===== config.mk =====
export PLATFORM = sky130hd
export DESIGN_NAME = mem_port_arbiter
export DESIGN_NICKNAME = d
export VERILOG_FILES = /design/src/rtl/mem_port_arbiter.sv
export SDC_FILE = /design/constraint.sdc
export NUM_CORES = 1
export LEC_CHECK = 0
export CAP_MARGIN = 20
export CORE_AREA = 2 2 121 123
export DETAILED_ROUTE_END_ITERATION = 10
export DIE_AREA = 0 0 123 125
export PLACE_DENSITY = 0.84
export SYNTH_ARGS = -nofsm -noshare
export SYNTH_HDL_FRONTEND = slang
export SYNTH_SLANG_ARGS = --single-unit

===== constraint.sdc =====
create_clock -name clk -period 3.6 [get_ports clk]
set_input_delay 0.36 -clock clk [delete_from_list [all_inputs] [get_ports clk]]
set_output_delay 0.36 -clock clk [all_outputs]
set_load 0.1 [all_outputs]

===== src/rtl/mem_port_arbiter.sv =====
// Two-requester round-robin arbiter in front of a single RAM data port.
// It handles alignment checks, byte-lane write enables and extension of load data.
module mem_port_arbiter #(
  parameter logic [1:0] MEM_DISABLE   = 2'b00,
  parameter logic [1:0] MEM_READ_SEXT = 2'b01,
  parameter logic [1:0] MEM_READ_ZEXT = 2'b10,
  parameter logic [1:0] MEM_WRITE     = 2'b11
) (
  input  logic        clk,
  input  logic        reset,
  input  logic        req0,
  input  logic        req1,
  input  logic [1:0]  mode0,
  input  logic [1:0]  mode1,
  input  logic [1:0]  size0,
  input  logic [1:0]  size1,
  input  logic [31:0] addr0,
  input  logic [31:0] addr1,
  input  logic [31:0] wdata0,
  input  logic [31:0] wdata1,
  output logic        gnt0,
  output logic        gnt1,
  output logic        rvalid0,
  output logic        rvalid1,
  output logic [31:0] rdata0,
  output logic [31:0] rdata1,
  output logic        err0,
  output logic        err1,
  output logic [31:0] ram_addr,
  output logic [31:0] ram_din,
  output logic [3:0]  ram_web,
  output logic        ram_en,
  input  logic [31:0] ram_dout
);
  typedef struct packed {
    logic        req;
    logic [1:0]  mode;
    logic [1:0]  size;
    logic [31:0] addr;
    logic [31:0] wdata;
  } req_t;

  typedef struct packed {
    logic       vld;
    logic       owner;
    logic [1:0] size;
    logic [1:0] off;
    logic       sext;
  } pend_t;

  req_t [1:0]        rq;
  req_t              cur;
  pend_t             pend;
  logic [1:0]        act, gnt, err;
  logic              rr_ptr, sel, misal, rd_gnt;
  logic [31:0]       lane, ext;
  logic [1:0][31:0]  rdata_q;

  assign rq[0] = {req0, mode0, size0, addr0, wdata0};
  assign rq[1] = {req1, mode1, size1, addr1, wdata1};

  // rr_ptr names the requester that wins the next conflict
  always_comb begin
    for (int i = 0; i < 2; i++) act[i] = rq[i].req && (rq[i].mode != MEM_DISABLE);
    sel   = (&act) ? rr_ptr : act[1];
    cur   = rq[sel];
    misal = cur.size[1] ? (cur.addr[1:0] != 2'b00) : (cur.size[0] && cur.addr[0]);
    gnt   = '0;
    err   = '0;
    if (reset && (|act)) begin
      if (misal) err[sel] = 1'b1;
      else       gnt[sel] = 1'b1;
    end
  end

  always_comb begin
    ram_en   = |gnt;
    ram_addr = '0;
    ram_din  = '0;
    ram_web  = '0;
    if (ram_en) begin
      ram_addr = cur.addr;
      if (cur.mode == MEM_WRITE) begin
        case (cur.size)
          2'b00: begin
            ram_web = 4'b0001 << cur.addr[1:0];
            ram_din = {4{cur.wdata[7:0]}};
          end
          2'b01: begin
            ram_web = 4'b0011 << {cur.addr[1], 1'b0};
            ram_din = {2{cur.wdata[15:0]}};
          end
          default: begin
            ram_web = 4'b1111;
            ram_din = cur.wdata;
          end
        endcase
      end
    end
  end

  assign rd_gnt = ram_en && (cur.mode != MEM_WRITE);

  // Accesses are aligned, so shifting by the byte offset lands the lane at bit 0
  always_comb begin
    lane = ram_dout >> {pend.off, 3'b000};
    case (pend.size)
      2'b00:   ext = {{24{pend.sext & lane[7]}}, lane[7:0]};
      2'b01:   ext = {{16{pend.sext & lane[15]}}, lane[15:0]};
      default: ext = ram_dout;
    endcase
  end

  assign gnt0    = gnt[0];
  assign gnt1    = gnt[1];
  assign err0    = err[0];
  assign err1    = err[1];
  assign rvalid0 = pend.vld && !pend.owner;
  assign rvalid1 = pend.vld && pend.owner;
  assign rdata0  = rvalid0 ? ext : rdata_q[0];
  assign rdata1  = rvalid1 ? ext : rdata_q[1];

  always_ff @(posedge clk or negedge reset) begin
    if (!reset) begin
      rr_ptr  <= 1'b0;
      pend    <= '0;
      rdata_q <= '0;
    end else begin
      if ((|gnt) || (|err)) rr_ptr <= ~sel;
      pend.vld <= rd_gnt;
      if (rd_gnt) begin
        pend.owner <= sel;
        pend.size  <= cur.size;
        pend.off   <= cur.addr[1:0];
        pend.sext  <= (cur.mode == MEM_READ_SEXT);
      end
      if (pend.vld) rdata_q[pend.owner] <= ext;
    end
  end
endmodule

# Yosys cells after proc, flatten, opt, wreduce, memory -nomap -nowiden
# Index checks and enable logic that the tools add are counted.
[totals] reg_bits=72 input_bits=172 out_inout_bits=139 wordCells=66
[op_classes] n_lt_le_gt_ge=4 eq_ne=5 shift=3 n_mux=23 bitwise=3 reduce_logical=20
[ops] cell="2-to-1 mux 32 bit" count=6
[ops] cell="2-to-1 mux 68 bit" count=2
[ops] cell="one-hot mux 32 bit (2 select lines)" count=2
[ops] cell="bitwise mux 64 bit" count=1
[ops] cell="demux 32 bit (select 1 bit)" count=1
[ops] cell="right shift 32 x 5 -> 16 bit" count=1
[ops] cell="logical AND 1 bit" count=9
[ops] cell="2-to-1 mux 2 bit" count=4
[ops] cell="2-to-1 mux 4 bit" count=2
[ops] cell="one-hot mux 4 bit (2 select lines)" count=1
[ops] cell="equality test 2 x 1 -> 1 bit, second input constant" count=3
[ops] cell="nonzero test 2 bit" count=3
[ops] cell="OR reduction 2 bit" count=3
[ops] cell="logical NOT 2 bit" count=2
[ops] cell="less-than comparator 1 x 2 -> 1 bit, second input constant" count=2
[ops] cell="<< shifter 1 x 2 -> 4 bit, first input constant" count=1
[ops] cell="<< shifter 2 x 2 -> 4 bit, first input constant" count=1
[ops] cell="2-to-1 mux 1 bit" count=3
[ops] cell="AND 1 bit" count=2
[ops] cell="equality test 2 bit, second input constant" count=1
[ops] cell="greater-or-equal comparator 1 bit, second input constant" count=2
[ops] cell="!= test 2 bit, second input constant" count=1
[ops] cell="AND reduction 2 bit" count=1
[ops] cell="demux 1 bit (select 1 bit)" count=1
[ops] cell="3 further kinds" count=3

# Logic depth before layout (Yosys ltp)
# Gate-level depths: netlist of run 1.
[depth] ltp_word=12 mapped_depth=8 mapped_depth_nobuf=5

# Least setup slack after synthesis of run 1
# Ideal clock, no wire load.
[synth_path] kind="input port to output port" from="in mode0[0]" to="out ram_din[8]" arrival_ns=3.725 t_required_ns=3.240 path_slack_ns=-0.485 path_stages=7 path_buffers=2 path_cell_list="o21ai_2 > o21a_1 > buf_6 > mux2i_4 > buf_4 > nor2_1 > a311oi_1"
[synth_via] elab_chain_len=12 elab_cells_between_ends=25 classes_between="order compare: 2; eq/ne: 2; mux: 11; reduce/logical: 10"
[synth_lines] element="from (decl)" line="13" rtl="input logic [1:0] mode0,"
[synth_lines] element="nonzero test 2 bit" line="64" rtl="for (int i = 0; i < 2; i++) act[i] = rq[i].req && (rq[i].mode != MEM_DISABLE);"
[synth_lines] element="logical AND 1 bit" line="64"
[synth_lines] element="AND reduction 2 bit" line="65" rtl="sel = (&act) ? rr_ptr : act[1];"
[synth_lines] element="2-to-1 mux 1 bit" line="65"
[synth_lines] element="less-than comparator 1 x 2 -> 1 bit (implied by the code) (tied with other cells)" line="72" rtl="else gnt[sel] = 1'b1;"
[synth_lines] element="logical AND 1 bit (implied by the code) or 2-to-1 mux 68 bit (tied branches)" line="72, 66"
[synth_lines] element="2-to-1 mux 1 bit (implied by the code) (tied with other cells)" line="72"
[synth_lines] element="demux 1 bit (select 1 bit) or 2-to-1 mux 1 bit (tied branches)" line="72, 67"
[synth_lines] element="2-to-1 mux 2 bit" line="71" rtl="if (misal) err[sel] = 1'b1;"
[synth_lines] element="2-to-1 mux 2 bit" line="70" rtl="if (reset && (|act)) begin"
[synth_lines] element="OR reduction 2 bit" line="77" rtl="ram_en = |gnt;"
[synth_lines] element="2-to-1 mux 32 bit (*)" line="81" rtl="if (ram_en) begin"
[synth_lines] element="to (decl)" line="30" rtl="output logic [31:0] ram_din,"
# Every way passes the cells marked *; elsewhere a longest branch is shown, timed or not. The select of a mux whose other input is x is not followed.

# Worst setup path in the final report of run 1
[layout_path] from="in mode0[0]" to="out ram_din[15]"
# The elaborated chain is that of the path after synthesis.

==> flow_summary_export.csv, run 1 <==
group,metric,value,unit
status,outcome,"completed",
worst_setup_path,required,3.24,ns
sta,period_share,0.913,
synthesis,syn_area,5060,sq um
place,place_inst,1097,
worst_setup_path,r2r_start,"pend[1]",
global_routing,grt_pass1_wl,33.3,mm
global_routing,grt_use_met2,0.495,
cells_and_area,design_area,9580,sq um
cells_and_area,final_cell_mix,"nand2_1 (204), clkdlybuf4s50_1 (170), buf_12 (103), dfrtp_1 (72), buf_4 (57)",
clock_network,clk_latency,0.34,ns
drt,drtAntennaViolNets,0,
floorplanning,die_area,15400,sq um
synthesis,seq_area_frac_synth,0.356,
global_routing,met3_usage,0.0607,
global_routing,grtUsageTotal,0.279,
clock_network,clk_pin_slew,0.06,ns
cells_and_area,nNetsFinal,1096,
worst_setup_path,max_stage_delay,0.47,ns
clock_network,htreeDepth,3,
worst_hold_path,hold_path.class,"in2reg",
drt,post_drt_wl_per_cell,19.3,um
cells_and_area,final_common_cell,"nand2_1",
drt,viasPerCell,5.43,
pwr,worst_ir_drop_vdd,0.482,mV
synthesis,async_flop_share,1.00,
worst_setup_path,path_cells,"clkdlybuf4s50_1 -> o21ai_2 -> o21a_2 -> buf_12 -> mux2_2 -> nor2_2 -> a311oi_1 -> buf_4 -> buf_12",
global_routing,grt_util_met1,0.326,
clock_network,cts_resized,0,
pwr,p_leak,4.13,nW
sta,slew_violations,0,
cells_and_area,final_cells,1112,
synthesis,yosysTopAreaCell,"dfrtp_1",
worst_setup_path,worst-path-buf-inv,4,
sta,whs,0.256,ns
place,io_buffers,310,
synthesis,ys_types,51,
sta,worst_pin_slew,0.952,ns
place,place.gp.congestion,0.918,
clock_network,cts.sinks,72,
worst_setup_path,crit_family,"buffers and inverters",
worst_setup_path,crit_arrival,2.93,ns
global_routing,grt_overflow,0,
run,drv_cap,0,
sta,slew_headroom,0.365,
pwr,combPwrFrac,0.716,
sta,setup_viol,0,
global_routing,grt_busiest_layer,"met2",
sta,setup_slack,0.313,ns
synthesis,syn_nets,806,
clock_network,cts_buffers,9,
clock_network,cts-root-buf,"clkbuf_16",
place,post_dp_cell_area,9290,sq um
synthesis,syn_area_per_cell,7.97,sq um
clock_network,post_cts_buffers,0,
global_routing,antenna_found_initial,0,
synthesis,synth_area_leaders,"dfrtp_1 (36%), nand2_1 (15%), mux2_2 (6.2%)",
worst_setup_path,crit_top_cell,"buf_12",
place,dp_hpwl,16.8,mm
clock_network,clock_path_buffers,2,
worst_setup_path,path_class,"in2out",
floorplanning,die_h,125,um
pwr,powerDensity,832,nW/um^2
synthesis,synth_edf_count,0,
drt,routed_wl,21.5,mm
pwr,p_switching,4.60,mW
floorplanning,die_w,123,um
worst_setup_path,start_kind,"primary input",
global_routing,grt_max_degree,78,
pwr,seqPwrFrac,0.174,
drt,drt_iter0_markers,490,
synthesis,ys_seq_elements,72,
synthesis,synth_top_flop_cell,"dfrtp_1",
drt,drc,0,
floorplanning,core.rowCount,44,
drt,drtPass1Iterations,7,
worst_setup_path,cp-startpoint,"mode0[0]",
cells_and_area,antenna_cells,0,
worst_setup_path,cp-end-kind,"output port",
cells_and_area,drive_gt1_frac,0.260,
global_routing,grt_pass1_vias,6139,
sta,hold_violations,0,
sta,setup_tns,0,ns
sta,max_clock_freq,304,MHz
clock_network,cts_tree,"done",
cells_and_area,areaGrowthSynthToFinish,89.4,%
synthesis,syn_inst,634,
sta,rsz0062_at_grt,"no",
synthesis,synth_top_area_share,0.356,
floorplanning,start_util,0.356,
floorplanning,io_pins,311,
worst_setup_path,cp_max_fo,77,
pwr,clkPwrFrac,0.111,
drt,via_count,6034,
pwr,power.internal,3.38,mW
clock_network,hold_buffers,0,
pwr,p_sw_frac,0.577,
synthesis,yosys_warnings,0,
worst_hold_path,hp-start,"reset",
place,place_ws,0.279,ns
sta,fin_crit,3.29,ns
worst_setup_path,cpMaxStageDelayCell,"clkdlybuf4s50_1",
sta,skew,0.00681,ns
floorplanning,core-area,14200,sq um
[worst reg2reg max path, stage by stage, from the launching register on]
cell and delay, ns:
dfrtp_1 0.69, mux4_2 0.44, nor2b_4 0.15, a21o_4 0.22, nand4b_4 0.23, o211ai_1 0.23
[area by class of cell]
class / count / area (sq um)
clock buffers: 11 / 243
clock inverters: 4 / 45.0
fillers: 1087 / 4630
inverters: 7 / 26.3
multi-input cells: 504 / 3040
flip-flops and latches: 72 / 1800
well taps: 184 / 230
repair buffers: 330 / 4190
[registers in the layout, indices dropped and copies added, names as in the netlist]
| register | count |
|---|---|
| pend | 7 |
| rdata_q | 64 |
| rr_ptr | 1 |
[logic make-up after synthesis]
group	count (synthesis)	share of synthesized area
buffers and inverters	58	0.0577
flip-flops	72	0.356
AO/OA/AOI/OAI	167	0.237
AND/OR/NAND/NOR	296	0.256
multiplexers	41	0.0930
[cell usage after synthesis, drive strengths merged, types with 8 or more instances]
library cell    n
a21oi          51
a311oi         18
buf            22
clkbuf         29
dfrtp          72
mux2           28
mux2i          12
nand2         204
nor2           39
nor2b          26
nor3           12
o211ai         33
o21ai          22
o221ai         14
o22ai           8
[routing by layer]
metal	wire (um)	share of wire	vias to the layer above
li1	-	-	2810
met1	7970	0.37	2866
met2	11100	0.52	313
met3	1660	0.077	45
met4	743	0.035	0
met5	0	0	-
[path summary, 6_finish.rpt]
kind	end	slack, ns	cells after the start
worst max-delay path	ram_din[15]	0.31	9
worst min-delay path	rr_ptr	0.26	2
worst max register to register	rdata_q[63]	1.47	5
worst min register to register	rdata_q[47]	0.48	2
max in group asynchronous	rdata_q[41]	2.66	2
min in group asynchronous	rr_ptr	0.30	2
[per-stage QoR]
step | total power [mW] | utilization
finish | 7.97 | 0.674
global route | 8.26 | 0.674
CTS | 7.98 | 0.674
detailed placement | 7.09 | 0.654
global placement | 7.00 | 0.654
floorplan | 5.31 | -
[power groups by stage]
stage	sequential, mW	clock (mW)	combinational [mW]
floorplan	1.29	0	4.02
global placement	1.36	0	5.65
detailed placement	1.39	0	5.71
CTS	1.38	0.885	5.72
global route	1.42	0.929	5.91
finish	1.38	0.882	5.71
No activity file was read; power rests on OpenSTA's default activity.
==> run 2, diff against run 1 <==
--- a/config.mk
+++ b/config.mk
@@ -6,10 +6,11 @@
 export NUM_CORES = 1
 export LEC_CHECK = 0
 export CAP_MARGIN = 20
-export CORE_AREA = 2 2 121 123
+export CORE_AREA = 2 2 122 124
 export DETAILED_ROUTE_END_ITERATION = 10
-export DIE_AREA = 0 0 123 125
-export PLACE_DENSITY = 0.84
+export DIE_AREA = 0 0 124 126
+export PLACE_DENSITY = 0.73
+export SLEW_MARGIN = 20
 export SYNTH_ARGS = -nofsm -noshare
 export SYNTH_HDL_FRONTEND = slang
 export SYNTH_SLANG_ARGS = --single-unit
==> constraint.sdc (replaced) <==
create_clock -name clk -period 3.34 [get_ports clk]
set_input_delay 0.334 -clock clk [delete_from_list [all_inputs] [get_ports clk]]
set_output_delay 0.334 -clock clk [all_outputs]
set_load 0.1 [all_outputs]
==> run 2 against run 1 <==
First-iteration DRC count fell by 16%. Sequential cell count unchanged. Critical path depth fell by 1. Register-to-register slack got worse by 0.27 ns. Cell count shrank 0.27%. Cell area rose by 3.5%. Sequential power rose by 7%. Clock-buffer cell count unchanged. Non-clock buffer count is 4 lower. Combinational power grew 16%. Largest cell class unchanged. Largest power group unchanged.
==> flow_summary_export.csv, run 2 (synthesis gave the netlist of run 1 again) <==
group,metric,value,unit
clock_network,hold_buffers,0,
clock_network,post_cts_buffers,0,
worst_setup_path,cp_max_fo,33,
global_routing,grt_pass1_vias,5978,
cells_and_area,top_register,"rdata_q",
sta,max_clock_freq,319,MHz
sta,fin_crit,3.14,ns
cells_and_area,reg_top3,"rdata_q x64, pend x7, rr_ptr x1",
drt,drt_iter0_markers,414,
floorplanning,die_h,126,um
worst_setup_path,path_class,"in2out",
cells_and_area,final_cells,1109,
worst_setup_path,start_kind,"primary input",
clock_network,clock_path_buffers,2,
worst_hold_path,hold_path.class,"in2async",
clock_network,cts.sinks,72,
place,post_dp_cell_area,9570,sq um
place,dp_hpwl,17.5,mm
sta,whs,0.302,ns
drt,drc,0,
run,drv_cap,0,
drt,routed_wl,22.0,mm
worst_setup_path,cp-end-kind,"output port",
sta,skew,0.00626,ns
sta,period_share,0.939,
global_routing,grt_overflow,0,
sta,worst_pin_slew,0.946,ns
drt,via_count,5961,
global_routing,antenna_found_initial,0,
sta,slew_violations,0,
cells_and_area,nNetsFinal,1092,
worst_setup_path,r2r_cells,5,
cells_and_area,final_cell_mix,"nand2_1 (204), clkdlybuf4s50_1 (170), buf_12 (124), dfrtp_1 (72), a21oi_1 (51)",
place,place.gp.congestion,0.994,
sta,rsz0062_at_grt,"no",
cells_and_area,areaGrowthSynthToFinish,96.1,%
pwr,powerDensity,927,nW/um^2
drt,drtPass1Iterations,5,
place,place_inst,1093,
clock_network,clk_pin_slew,0.06,ns
place,place_ws,0.251,ns
drt,post_drt_wl_per_cell,19.9,um
floorplanning,core-area,14300,sq um
drt,drtAntennaViolNets,0,
drt,viasPerCell,5.38,
cells_and_area,antenna_cells,0,
global_routing,grt_pass1_wl,34.5,mm
clock_network,clk_latency,0.33,ns
pwr,worst_ir_drop_vdd,0.497,mV
cells_and_area,drive_gt1_frac,0.265,
floorplanning,die_area,15600,sq um
worst_setup_path,crit_arrival,2.80,ns
clock_network,cts_buffers,9,
sta,slew_headroom,0.369,
sta,hold_violations,0,
clock_network,cts_tree,"done",
clock_network,cts-root-buf,"clkbuf_16",
cells_and_area,postLayoutCoreUtil,0.693,
floorplanning,die_w,124,um
worst_setup_path,required,3.01,ns
clock_network,htreeDepth,3,
clock_network,cts_resized,0,
cells_and_area,design_area,9910,sq um
cells_and_area,largest_register_ffs,64,
floorplanning,start_util,0.353,
sta,setup_viol,0,
sta,setup_slack,0.205,ns
pwr,p_leak,4.22,nW
cells_and_area,final_common_cell,"nand2_1",
global_routing,grtUsageTotal,0.285,
floorplanning,io_pins,311,
status,outcome,"completed",
place,io_buffers,310,
floorplanning,core.rowCount,44,
global_routing,grt_max_degree,75,
==> run 2: worst max-delay path: stages <==
cell             delay (ns)
clkdlybuf4s50_1        0.47
o21ai_2                0.33
o21a_2                 0.23
buf_4                  0.35
mux2_2                 0.26
nor2_1                 0.06
a311oi_1               0.50
buf_12                 0.24
==> run 2: final timing paths <==
path                                   from           to  slack (ns)
worst max-delay path               mode0[0]  ram_din[22]        0.20
worst min-delay path                  reset   rdata_q[1]        0.30
worst max register to register      pend[2]  rdata_q[10]        1.20
worst min register to register  rdata_q[47]  rdata_q[47]        0.48
max in group asynchronous             reset  rdata_q[36]        2.42
min in group clk                      reset      pend[6]        0.42
==> run 2: cell type report <==
class                      instances  area (sq um)
timing repair buffer             326          4420
clock inverter                     5           104
fill                            1102          4400
tap                              184           230
sequential                        72          1800
inverter                           7          26.3
clock buffer                      11           243
multi-input combinational        504          3080
==> run 2: power by group <==
part | internal (mW) | leakage, nW | switching (mW) | total, mW
Clock | 0.750 | 0.170 | 0.362 | 1.11
Combinational | 2.14 | 3.15 | 4.48 | 6.62
Sequential | 1.27 | 0.899 | 0.192 | 1.47
==> run 2: per-layer routing <==
metal	GRT usage	vias to the layer above	routed length [um]
li1	-	2807	-
met5	0	-	0
met1	0.367	2827	8520
met2	0.489	291	11200
met3	0.0584	36	1810
met4	0.0694	0	471
==> run 2: through the flow <==
step | setup TNS (ns) | power [mW]
CTS | 0 | 9.23
global route | 0 | 9.54
floorplan | -5.06 | 5.75
global placement | 0 | 8.03
finish | 0 | 9.19
detailed placement | 0 | 8.10
